`src/rtl/fft_stage_sequencer.sv`:
```
// Control sequencer for an in-place radix-2 DIT FFT: walks every stage and butterfly pair,
// issues sample RAM reads with twiddle indices, and replays them one cycle later as writes.
module fft_stage_sequencer #(
    parameter int LOG2N = 3,
    localparam int STAGE_W = ($clog2(LOG2N) > 1) ? $clog2(LOG2N) : 1,
    localparam int TW_W = LOG2N - 1
) (
    input  logic               i_clk,
    input  logic               i_rst_n,
    input  logic               i_start,
    output logic               o_busy,
    output logic               o_done,
    output logic               o_rd_en,
    output logic [LOG2N-1:0]   o_rd_addr_a,
    output logic [LOG2N-1:0]   o_rd_addr_b,
    output logic [TW_W-1:0]    o_tw_addr,
    output logic               o_wr_en,
    output logic [LOG2N-1:0]   o_wr_addr_a,
    output logic [LOG2N-1:0]   o_wr_addr_b,
    output logic [STAGE_W-1:0] o_stage
);

    typedef enum logic [1:0] {IDLE, READ, DRAIN, DONE} state_t;

    localparam logic [TW_W-1:0]    J_LAST     = '1;
    localparam logic [STAGE_W-1:0] STAGE_LAST = STAGE_W'(LOG2N - 1);

    state_t             state;
    logic [TW_W-1:0]    j;
    logic [STAGE_W-1:0] stage;
    logic               rd_en_p0;
    logic               busy;
    logic               done;

    logic [LOG2N-1:0]   j_ext;
    logic [LOG2N-1:0]   span;
    logic [LOG2N-1:0]   pos;
    logic [LOG2N-1:0]   grp;
    logic [LOG2N-1:0]   addr_a_p0;
    logic [LOG2N-1:0]   addr_b_p0;
    logic [TW_W-1:0]    tw_p0;

    logic               wr_en_p1;
    logic [LOG2N-1:0]   wr_addr_a_p1;
    logic [LOG2N-1:0]   wr_addr_b_p1;

    // Stage p0: butterfly pair addresses derived from the (stage, j) counters
    always_comb begin
        j_ext     = {1'b0, j};
        span      = LOG2N'(1) << stage;
        pos       = j_ext & (span - LOG2N'(1));
        grp       = j_ext >> stage;
        addr_a_p0 = ((grp << stage) << 1) | pos;
        addr_b_p0 = addr_a_p0 + span;
        tw_p0     = TW_W'(pos << (STAGE_LAST - stage));
    end

    // Addresses are forced to zero whenever no read is issued, so idle/drain/reset show all zeros
    assign o_rd_en     = rd_en_p0;
    assign o_rd_addr_a = rd_en_p0 ? addr_a_p0 : '0;
    assign o_rd_addr_b = rd_en_p0 ? addr_b_p0 : '0;
    assign o_tw_addr   = rd_en_p0 ? tw_p0 : '0;
    assign o_busy      = busy;
    assign o_done      = done;
    assign o_stage     = stage;

    always_ff @(posedge i_clk or negedge i_rst_n) begin
        if (!i_rst_n) begin
            state    <= IDLE;
            j        <= '0;
            stage    <= '0;
            rd_en_p0 <= 1'b0;
            busy     <= 1'b0;
            done     <= 1'b0;
        end else begin
            case (state)
                IDLE: begin
                    if (i_start) begin
                        state    <= READ;
                        j        <= '0;
                        stage    <= '0;
                        rd_en_p0 <= 1'b1;
                        busy     <= 1'b1;
                    end
                end
                READ: begin
                    if (j == J_LAST) begin
                        state    <= DRAIN;
                        rd_en_p0 <= 1'b0;
                    end else begin
                        j <= j + 1'b1;
                    end
                end
                // One idle read slot lets the last write of a stage land before the next stage reads
                DRAIN: begin
                    if (stage == STAGE_LAST) begin
                        state <= DONE;
                        done  <= 1'b1;
                    end else begin
                        state    <= READ;
                        stage    <= stage + 1'b1;
                        j        <= '0;
                        rd_en_p0 <= 1'b1;
                    end
                end
                DONE: begin
                    state <= IDLE;
                    done  <= 1'b0;
                    busy  <= 1'b0;
                    stage <= '0;
                    j     <= '0;
                end
                default: state <= IDLE;
            endcase
        end
    end

    // Stage p1: write strobe and addresses trail the read by the RAM read latency
    always_ff @(posedge i_clk or negedge i_rst_n) begin
        if (!i_rst_n) begin
            wr_en_p1     <= 1'b0;
            wr_addr_a_p1 <= '0;
            wr_addr_b_p1 <= '0;
        end else begin
            wr_en_p1     <= rd_en_p0;
            wr_addr_a_p1 <= o_rd_addr_a;
            wr_addr_b_p1 <= o_rd_addr_b;
        end
    end

    assign o_wr_en     = wr_en_p1;
    assign o_wr_addr_a = wr_addr_a_p1;
    assign o_wr_addr_b = wr_addr_b_p1;

endmodule

```
`config.mk`:
```
export PLATFORM = sky130hd
export DESIGN_NAME = fft_stage_sequencer
export DESIGN_NICKNAME = d
export VERILOG_FILES = /design/src/rtl/fft_stage_sequencer.sv
export SDC_FILE = /design/constraint.sdc
export NUM_CORES = 1
export LEC_CHECK = 0
export CAP_MARGIN = 20
export CORE_UTILIZATION = 49
export DETAILED_ROUTE_END_ITERATION = 6
export PLACE_DENSITY = 0.81
export SYNTH_ARGS = -nofsm -noshare
export SYNTH_HDL_FRONTEND = slang
export SYNTH_SLANG_ARGS = --single-unit
```
`constraint.sdc`:
```
create_clock -name i_clk -period 4.4 [get_ports i_clk]
set_input_delay 0.66 -clock i_clk [delete_from_list [all_inputs] [get_ports i_clk]]
set_output_delay 0.66 -clock i_clk [all_outputs]
set_load 0.005 [all_outputs]
```
==> run summary, run 1 <==
HPWL reported at the end of detailed placement = 1135 um
Final Core Density = 70.05%
Most common cell after layout, fill and taps aside = clkdlybuf4s50_1
Die Width = 43.27 um
Crit share post-route = 71.62%
Layout cell share with drive strength beyond 1 = 8.000%
Post-CTS setup buffer count = 0
Number of port buffers = 22
Hold Startpoint = o_busy
Post-synthesis xor/xnor area fraction = 2.099%
Final hold viol count = 0
Clock Skew = 1.408 ps
Area Growth Syn to Fin = 29.39%
Nets = 109
R2R depth = 5
Core area = 1541 um^2
Synth top area cells = dfrtp_1 (48%), ha_1 (6.0%), a21oi_1 (4.2%), nand2_1 (3.1%), nand2b_1 (3.0%)
Skew-Pair Late Insertion Delay = 290 ps
Largest net degree at the start of global routing = 17
Final worst path period need = 3151 ps
Cell accounting for the most synthesized area = dfrtp_1
Worst Hold Slack = 537.4 ps
Vias per cell = 5.621
TNS Setup = 0 ps
Crit path required time = 3740 ps
Diode count = 0
Final Non-Filler Cells = 116
Row Count = 14
First-pass GRT wire length = 2780 um
Clk slew on worst S/H paths = 90 ps
Critical Path Start Type = register
Mapped Nets = 87
Average cell area after synthesis = 10.56 um^2
Htree depth = 1
CTS root buf = clkbuf_4
Maximum buffer depth of the clock tree = 2
Worst Path Max Fanout = 9
CTS tree = done
Hold Path Sink = o_busy
Largest family of logic cells by synthesized area = simple AND/OR/NAND/NOR gates
HP Class = register to register
Cell variety after synth = 31
CP peak stage delay = 550 ps
RSZ-0062 raised after global routing = no
Number of antenna violations at the first check in global routing = 0
Finished layout cell area = 1080 um^2
Die H = 43.27 um
Sequential element share of the synthesized area = 47.98%
CTS sink count = 16
DRT iter0 DRCs = 1
CTS Hold Bufs = 0
Final setup viols = 0
Fmax achieved = 0.3174 GHz
Hold-critical path depth = 2
R2R Path End = o_wr_addr_b[2]
Worst Tran Pin Value = 716.1 ps
Post-Syn Area = 834.6 um^2
Inst Count DP = 112
Post-synth top area share = 47.98%
CTS Buf Count = 3
I/O pin count = 23
Initial DRT Pass Iterations = 3
Synth Register Bits = 16
Syn. warnings = 0
GRT Resource Usage Total = 19.79%
Syn Inst Count = 79
Pwr dens = 663.4 nW/um^2
Run status = completed
Max-Cap Viols = 0
Crit path capture type = output port
DR WL/cell = 14.46 um
P_leak = 0.4591 nW
Post-Synth Adder-Cell Area = 8.396%
Critical Path, Cell by Cell = inv_1 -> ha_1 -> fa_1 -> nand2b_1 -> mux2i_1 -> clkdlybuf4s50_1
DRC viols = 0
Initial Util = 54.14%
Total global routing overflow = 0
Worst R2R Setup Slack = 2650 ps
Die area = 1872 um^2
Mux share of post-synthesis cell area = 4.198%
Final GP Congestion = 0.8147
Crit path max-delay cell type = clkdlybuf4s50_1
Routed Antenna Nets = 0
Area after DPL = 1044 um^2
Post-synthesis compound-gate area fraction = 14.84%
Layout fillers = 129
Gates resized, CTS repair = 0
Worst R2R Start = o_stage[1]
Via count = 652
Critical Path AT = 2490 ps
Routed WL = 1677 um
Peak VDD IR = 0.3573 mV
Crit Path Class = register to output port
Commonest cells after routing, fill and taps aside = clkdlybuf4s50_1 (22), dfrtp_1 (16), nand2_1 (7), a21oi_1 (7)
Number of global-route vias before repair = 614
Max-slew headroom = 52.11%
Slew Viols, Final = 0
Area share of and/or/nand/nor cells after synthesis = 16.94%
==> worst max path at each step <==
| stage | slack, ps | end | from |
|---|---|---|---|
| after floorplan | 2290 | o_rd_addr_b[2] | o_stage[1] |
| after global placement | 1780 | o_rd_addr_b[2] | o_stage[0] |
| after detailed placement | 1720 | o_rd_addr_b[2] | o_stage[1] |
| after CTS | 1260 | o_rd_addr_b[2] | o_stage[1] |
| after global routing | 1170 | o_rd_addr_b[2] | o_stage[1] |
| final | 1250 | o_rd_addr_b[2] | o_stage[1] |
==> worst max-delay path, delay by kind of cell (launching register included) <==
| family | cells | cell delay, ps |
|---|---|---|
| adder cells (fa/ha/maj) | 2 | 620 |
| flip-flops | 1 | 490 |
| buffers and inverters | 2 | 670 |
| multiplexers | 1 | 240 |
| AND/OR/NAND/NOR | 1 | 180 |
==> flip-flops by register name (all words and copies together), names as in the netlist <==
| name | count |
|---|---|
| j | 2 |
| o_busy | 1 |
| o_wr_addr_a | 3 |
| state | 2 |
| o_stage | 2 |
| o_wr_addr_b | 3 |
| o_rd_en | 1 |
| o_done | 1 |
| o_wr_en | 1 |
==> cells in the mapped netlist <==
cell and instances:
and3b_2 1, and2_1 2, o21ai_1 3, nor4b_2 1, o21ai_2 1, nor3b_1 2, fa_1 1, nand2_1 7
a21oi_1 7, nor2b_1 1, o22ai_1 2, mux2_4 1, o21ai_0 1, and3_1 1, nand3_1 2, nand2b_1 4
o22a_1 1, o21a_1 3, o31a_1 1, mux2i_1 2, nor2_1 2, nand3b_1 1, o21bai_1 1, conb_1 1
inv_1 3, xor2_1 1, ha_1 4, buf_6 1, buf_2 4, xnor2_1 1, dfrtp_1 16
==> layer usage <==
metal  part of all wire [%]  vias up  global-route usage [%]
met4                    2.4        0                   7.273
met5                      0        -                       0
met1                     43      318                   25.34
met3                    5.3        4                   3.830
met2                     49       20                   32.84
li1                       -      310                       -
==> final cells by class <==
class	instances	area [um^2]	area share (%)
well taps	16	20.02	1.854
repair buffers	22	220.2	20.39
inverters	3	11.26	1.043
clock buffers	4	36.28	3.360
flip-flops and latches	16	400.4	37.08
multi-input cells	55	391.6	36.27
==> cell families (layout without fill, tap and decap cells) <==
family / count (synthesis) / count (layout)
other: 1 / 1
DFF: 16 / 16
buffers and inverters: 8 / 29
adders and majority gates: 5 / 5
and+or+nand+nor: 24 / 24
AOI/OAI and AO/OA: 20 / 20
muxes: 3 / 3
xor gates and xnor gates: 2 / 2
==> stage by stage <==
step / worst slack [ps] / power (W)
after global placement: 1776 / 0.0006021
after CTS: 1260 / 0.0007219
after floorplan: 2293 / 0.0004669
final: 1249 / 0.0007163
after global routing: 1168 / 0.0007728
after detailed placement: 1717 / 0.0006132
==> where the power goes <==
group	internal (W)	switching, W
registers	0.000199	0.0000790
logic	0.000210	0.000130
clock network	0.0000504	0.0000482
No activity file was read; power rests on OpenSTA's default activity.
==> inputs of run 2 (changes only) <==
--- a/config.mk
+++ b/config.mk
@@ -6,9 +6,9 @@
 export NUM_CORES = 1
 export LEC_CHECK = 0
 export CAP_MARGIN = 20
-export CORE_UTILIZATION = 49
+export CORE_UTILIZATION = 46
 export DETAILED_ROUTE_END_ITERATION = 6
-export PLACE_DENSITY = 0.81
+export PLACE_DENSITY = 0.77
 export SYNTH_ARGS = -nofsm -noshare
 export SYNTH_HDL_FRONTEND = slang
 export SYNTH_SLANG_ARGS = --single-unit
==> constraint.sdc (replaced) <==
create_clock -name i_clk -period 2.9 [get_ports i_clk]
set_input_delay 0.435 -clock i_clk [delete_from_list [all_inputs] [get_ports i_clk]]
set_output_delay 0.435 -clock i_clk [all_outputs]
set_load 0.005 [all_outputs]
==> run summary, run 2 (synthesized netlist as in run 1, its figures left out) <==
Clk network pwr share = 13.6% (-0.2 points)
DRC viols = 0 (unchanged)
HPWL reported at the end of detailed placement = 1135 um (about the same)
Clk slew on worst S/H paths = 90 ps (about the same)
DRT iter0 DRCs = 6 (+5)
Worst Tran Pin Value = 726.7 ps (+10.53 ps)
Routed Antenna Nets = 0 (unchanged)
Nets = 109 (unchanged)
Initial DRT Pass Iterations = 3 (unchanged)
CP peak stage delay = 520 ps (-30 ps)
Final worst path period need = 2772 ps
WP depth = 6 (unchanged)
Most common cell after layout, fill and taps aside = clkdlybuf4s50_1
Final GP Congestion = 0.7595 (-6.8%)
Vias per cell = 5.112 (-9.1%)
Reg power frac = 39.6% (+0.7 points)
Crit Path Class = register to output port
RSZ-0062 raised after global routing = no
Sw frac = 35.01% (-0.85 points)
Crit share post-route = 95.59%
Start point of the critical path = o_stage[1]
Die Width = 44.60 um (+3.1%)
Number of global-route vias before repair = 595 (-3.1%)
Max-Cap Viols = 0 (unchanged)
Final setup viols = 0 (unchanged)
GRT Resource Usage Total = 18.95% (-0.84 points)
Routed WL = 1598 um (-4.7%)
Commonest cells after routing, fill and taps aside = clkdlybuf4s50_1 (22), dfrtp_1 (16), nand2_1 (7), a21oi_1 (7)
Top delay family on crit path = buffers and inverters
CTS sink count = 16 (unchanged)
Final hold viol count = 0 (unchanged)
Post-CTS setup buffer count = 0 (unchanged)
Diode count = 0 (unchanged)
Fmax achieved = 0.3607 GHz
Total global routing overflow = 0 (unchanged)
Number of antenna violations at the first check in global routing = 0 (unchanged)
Largest net degree at the start of global routing = 17 (unchanged)
Critical Path AT = 2340 ps (-150 ps)
Initial Util = 48.86% (-5.3 points)
Pwr Total = 0.001072 W (+50%)
I/O pin count = 23 (unchanged)
CTS tree = done
Switch Pwr = 0.0003751 W (+46%)
Cell internal pwr = 0.0006965 W (+52%)
Gates resized, CTS repair = 0 (unchanged)
Run status = completed
CTS Buf Count = 3 (unchanged)
Die H = 44.60 um (+3.1%)
Maximum buffer depth of the clock tree = 2 (unchanged)
HP Class = register to register
DR WL/cell = 12.78 um (-12%)
CTS Hold Bufs = 0 (unchanged)
Die area = 1989 um^2 (+6.2%)
R2R depth = 5 (unchanged)
Gate power share = 46.8% (-0.6 points)
Htree depth = 1 (unchanged)
Area Growth Syn to Fin = 30.74%
Layout cell share with drive strength beyond 1 = 8.000% (unchanged)
First-pass GRT wire length = 2725 um (-2.0%)
TNS Setup = 0 ps (unchanged)
Core area = 1708 um^2 (+11%)
Row Count = 15 (+1)
Pwr dens = 982.2 nW/um^2 (+48%)
Slew Viols, Final = 0 (unchanged)
Worst Path Max Fanout = 9 (unchanged)
Crit path to = o_rd_addr_b[2]
CTS root buf = clkbuf_4
P_leak = 0.4591 nW (unchanged)
Worst R2R Start = o_stage[1]
R2R Path End = o_wr_addr_b[2]
Final Core Density = 63.88% (-6.2 points)
Skew-Pair Late Insertion Delay = 280 ps (about the same)
Crit path max-delay cell type = clkdlybuf4s50_1
Max-slew headroom = 51.40% (-0.70 points)
Critical Path, Cell by Cell = inv_1 -> ha_1 -> fa_1 -> nand2b_1 -> mux2i_1 -> clkdlybuf4s50_1
Critical Path Start Type = register
Crit path capture type = output port
Crit path required time = 2470 ps (-1270 ps)
Peak VDD IR = 0.4891 mV (+37%)
Worst R2R Setup Slack = 1280 ps (-1370 ps)
Crit path buffers/inverters = 2 (unchanged)
Number of port buffers = 22 (unchanged)
Clock Skew = 0.8441 ps (-0.5642 ps)
Via count = 639 (-2.0%)
==> run 2: cell counts in the layout (fill, tap and decap cells not counted) <==
Identical to the previous run, type by type.
==> run 2: power by group through the flow <==
| stage | Sequential [W] | Combinational, W | Clock, W |
|---|---|---|---|
| 2_1_floorplan | 0.000368 | 0.000341 | 0 |
| 3_3_place_gp | 0.000418 | 0.000492 | 0 |
| 3_5_place_dp | 0.000428 | 0.000506 | 0 |
| 4_1_cts | 0.000423 | 0.000510 | 0.000151 |
| 5_1_grt | 0.000443 | 0.000561 | 0.000160 |
| 6_report | 0.000424 | 0.000502 | 0.000146 |
==> run 2: layout make-up <==
type,count,area (um^2)
Fill cell,141,616.8
Sequential cell,16,400.4
Multi-Input combinational cell,55,391.6
Timing Repair Buffer,22,220.2
Clock buffer,4,36.28
Tap cell,25,31.28
Inverter,3,11.26
==> run 2: worst min-delay path by stage <==
stage | endpoint | cells past startpoint | slack [ps] | from
4_1_cts | o_done | 2 | 540 | o_done
5_1_grt | o_busy | 2 | 590 | o_busy
3_5_place_dp | o_done | 2 | 520 | o_done
2_1_floorplan | j[0] | 0 | 140 | i_rst_n
6_report | o_done | 2 | 540 | o_done
3_3_place_gp | o_done | 2 | 520 | o_done
==> run 2: metal layers <==
| metal | part of all wire (%) | track usage, % |
|---|---|---|
| met1 | 43 | 23.21 |
| met2 | 52 | 32.65 |
| met3 | 3.8 | 2.449 |
| met4 | 0.75 | 9.091 |
| met5 | 0 | 0 |
==> run 2: per-stage QoR <==
step / hold WS, ps / cells / setup slack [ps] / instance area (um^2)
2_1_floorplan: 139.4 / 79 / 1018 / 834.6
4_1_cts: 543.6 / 125 / 108.3 / 1091
3_3_place_gp: 515.0 / 121 / 500.5 / 1055
3_5_place_dp: 522.0 / 121 / 444.5 / 1055
5_1_grt: 587.2 / 125 / 8.219 / 1091
6_report: 536.8 / 125 / 127.8 / 1091
==> run 2: worst register-to-register path, stage by stage (launching register included) <==
cell and delay, ps:
dfrtp_1 490, inv_1 120, ha_1 210, fa_1 400
nand2b_1 150, mux2i_1 170
==> inputs of run 3 (changes only) <==
--- a/config.mk
+++ b/config.mk
@@ -6,9 +6,10 @@
 export NUM_CORES = 1
 export LEC_CHECK = 0
 export CAP_MARGIN = 20
-export CORE_UTILIZATION = 46
+export CORE_UTILIZATION = 49
 export DETAILED_ROUTE_END_ITERATION = 6
-export PLACE_DENSITY = 0.77
+export MAX_ROUTING_LAYER = met4
+export PLACE_DENSITY = 0.81
 export SYNTH_ARGS = -nofsm -noshare
 export SYNTH_HDL_FRONTEND = slang
 export SYNTH_SLANG_ARGS = --single-unit
==> constraint.sdc (replaced) <==
create_clock -name i_clk -period 3.3 [get_ports i_clk]
set_input_delay 0.495 -clock i_clk [delete_from_list [all_inputs] [get_ports i_clk]]
set_output_delay 0.495 -clock i_clk [all_outputs]
set_load 0.005 [all_outputs]
==> run summary, run 3 (synthesized netlist as in run 1, its figures left out) <==
Worst Path Max Fanout = 9 (unchanged)
Post-CTS setup buffer count = 0 (unchanged)
Final worst slack = 310.8 ps (+183.1 ps)
Row Count = 14 (-1)
HPWL reported at the end of detailed placement = 1135 um (about the same)
Layout fillers = 129 (-8.5%)
Top delay family on crit path = buffers and inverters
Max-Cap Viols = 0 (unchanged)
Routed WL = 1690 um (+5.8%)
Gates resized, CTS repair = 0 (unchanged)
CTS root buf = clkbuf_4
Area of the multi-input gates = 391.6 um^2 (unchanged)
GRT Resource Usage Total = 20.24% (+1.3 points)
CP peak stage delay = 550 ps (+30 ps)
CTS tree = done
Routed Antenna Nets = 0 (unchanged)
FF+latch area = 400.4 um^2 (unchanged)
Htree depth = 1 (unchanged)
Die H = 43.27 um (-3.0%)
Critical Path Start Type = register
Inst Count DP = 112 (-7.4%)
Critical Path, Cell by Cell = inv_1 -> ha_1 -> fa_1 -> nand2b_1 -> mux2i_1 -> clkdlybuf4s50_1
Crit share post-route = 90.58%
I/O pin count = 23 (unchanged)
Maximum buffer depth of the clock tree = 2 (unchanged)
First-pass GRT wire length = 2766 um (+1.5%)
Peak VDD IR = 0.4756 mV (-2.7%)
Fmax achieved = 0.3345 GHz
DRT iter0 DRCs = 2 (-4)
Crit Path Class = register to output port
Skew-Pair Late Insertion Delay = 290 ps (about the same)
Number of global-route vias before repair = 618 (+3.9%)
Switch Pwr = 0.0003446 W (-8.1%)
Reg power frac = 38.8% (-0.8 points)
Crit path buffers/inverters = 2 (unchanged)
Pwr Total = 0.0009571 W (-11%)
Crit path capture type = output port
CTS sink count = 16 (unchanged)
DRC viols = 0 (unchanged)
Sw frac = 36.00% (+0.99 points)
HP Class = register to register
Clock Skew = 1.000 ps (+0.1560 ps)
Critical Path AT = 2490 ps (+150 ps)
P_leak = 0.4591 nW (unchanged)
Crit path max-delay cell type = clkdlybuf4s50_1
Pwr dens = 886.4 nW/um^2 (-9.7%)
Commonest cells after routing, fill and taps aside = clkdlybuf4s50_1 (22), dfrtp_1 (16), nand2_1 (7), a21oi_1 (7)
Final worst path period need = 2989 ps
Nets = 109 (unchanged)
Clk network pwr share = 13.9% (+0.3 points)
Most common cell after layout, fill and taps aside = clkdlybuf4s50_1
RSZ-0062 raised after global routing = no
Diode count = 0 (unchanged)
Final Non-Filler Cells = 116 (-7.2%)
Layout cell share with drive strength beyond 1 = 8.000% (unchanged)
Run status = completed
Worst Hold Slack = 538.6 ps (+1.769 ps)
Cell internal pwr = 0.0006126 W (-12%)
Initial Util = 54.14% (+5.3 points)
Final GP Congestion = 0.8267 (+8.8%)
Final setup viols = 0 (unchanged)
Total global routing overflow = 0 (unchanged)
DP Worst Slack = 781.9 ps (+337.4 ps)
Number of port buffers = 22 (unchanged)
Initial DRT Pass Iterations = 4 (+1)
Die Width = 43.27 um (-3.0%)
Crit path required time = 2800 ps (+330 ps)
Largest net degree at the start of global routing = 17 (unchanged)
Worst Tran Pin Value = 718.7 ps (-7.957 ps)
Number of antenna violations at the first check in global routing = 0 (unchanged)
CTS Buf Count = 3 (unchanged)
Gate power share = 47.3% (+0.5 points)
Final hold viol count = 0 (unchanged)
Slew Viols, Final = 0 (unchanged)
Max-slew headroom = 51.94% (+0.53 points)
Die area = 1872 um^2 (-5.9%)
Core area = 1541 um^2 (-9.7%)
Area Growth Syn to Fin = 29.39%
Via count = 655 (+2.5%)
DR WL/cell = 14.57 um (+14%)
Clk slew on worst S/H paths = 100 ps (about the same)
TNS Setup = 0 ps (unchanged)
CTS Hold Bufs = 0 (unchanged)
Vias per cell = 5.647 (+10%)
-- run 3: cell counts in the layout (fill, tap and decap cells not counted) --
No cell type changed its count.
-- run 3: power groups by stage --
| stage | clock [W] | sequential, W | combinational [W] |
|---|---|---|---|
| 2_1_floorplan | 0 | 0.000323 | 0.000299 |
| 3_3_place_gp | 0 | 0.000368 | 0.000435 |
| 3_5_place_dp | 0 | 0.000372 | 0.000445 |
| 6_report | 0.000133 | 0.000371 | 0.000453 |
| 5_1_grt | 0.000142 | 0.000387 | 0.000501 |
| 4_1_cts | 0.000135 | 0.000370 | 0.000458 |
-- run 3: stage by stage --
step	utilization [%]	cell area, um^2
6_report	70.05	1080
5_1_grt	70.05	1080
4_1_cts	70.05	1080
3_5_place_dp	67.69	1044
3_3_place_gp	67.69	1044
2_1_floorplan	-	834.6
-- run 3: path summary, 6_finish.rpt --
kind                                  from  slack, ps             end  depth (start not counted)
worst max-delay path            o_stage[1]        310  o_rd_addr_b[2]                          6
worst min-delay path                o_busy        540          o_busy                          2
worst max register to register  o_stage[1]       1550  o_wr_addr_b[2]                          5
worst min register to register      o_busy        540          o_busy                          2
max in group asynchronous          i_rst_n       2230            j[1]                          1
min in group asynchronous          i_rst_n        620  o_wr_addr_b[0]                          1
-- run 3: per-layer routing --
| metal | up-vias | part of all wire (%) | GRT usage [%] |
|---|---|---|---|
| met4 | 0 | 2.4 | 7.273 |
| li1 | 311 | - | - |
| met3 | 4 | 5.4 | 3.830 |
| met5 | - | 0 | - |
| met1 | 318 | 43 | 24.80 |
| met2 | 22 | 49 | 33.13 |
-- run 3: tightest hold or removal path, stage by stage (launching register included) --
cell and delay, ps:
dfrtp_1 390, inv_1 70, o21bai_1 50
-- run 3: layout make-up --
class / count / area share, %
multi-input combinational: 55 / 36.27
clock buffer: 4 / 3.360
inverter: 3 / 1.043
tap: 16 / 1.854
timing repair buffer: 22 / 20.39
sequential: 16 / 37.08
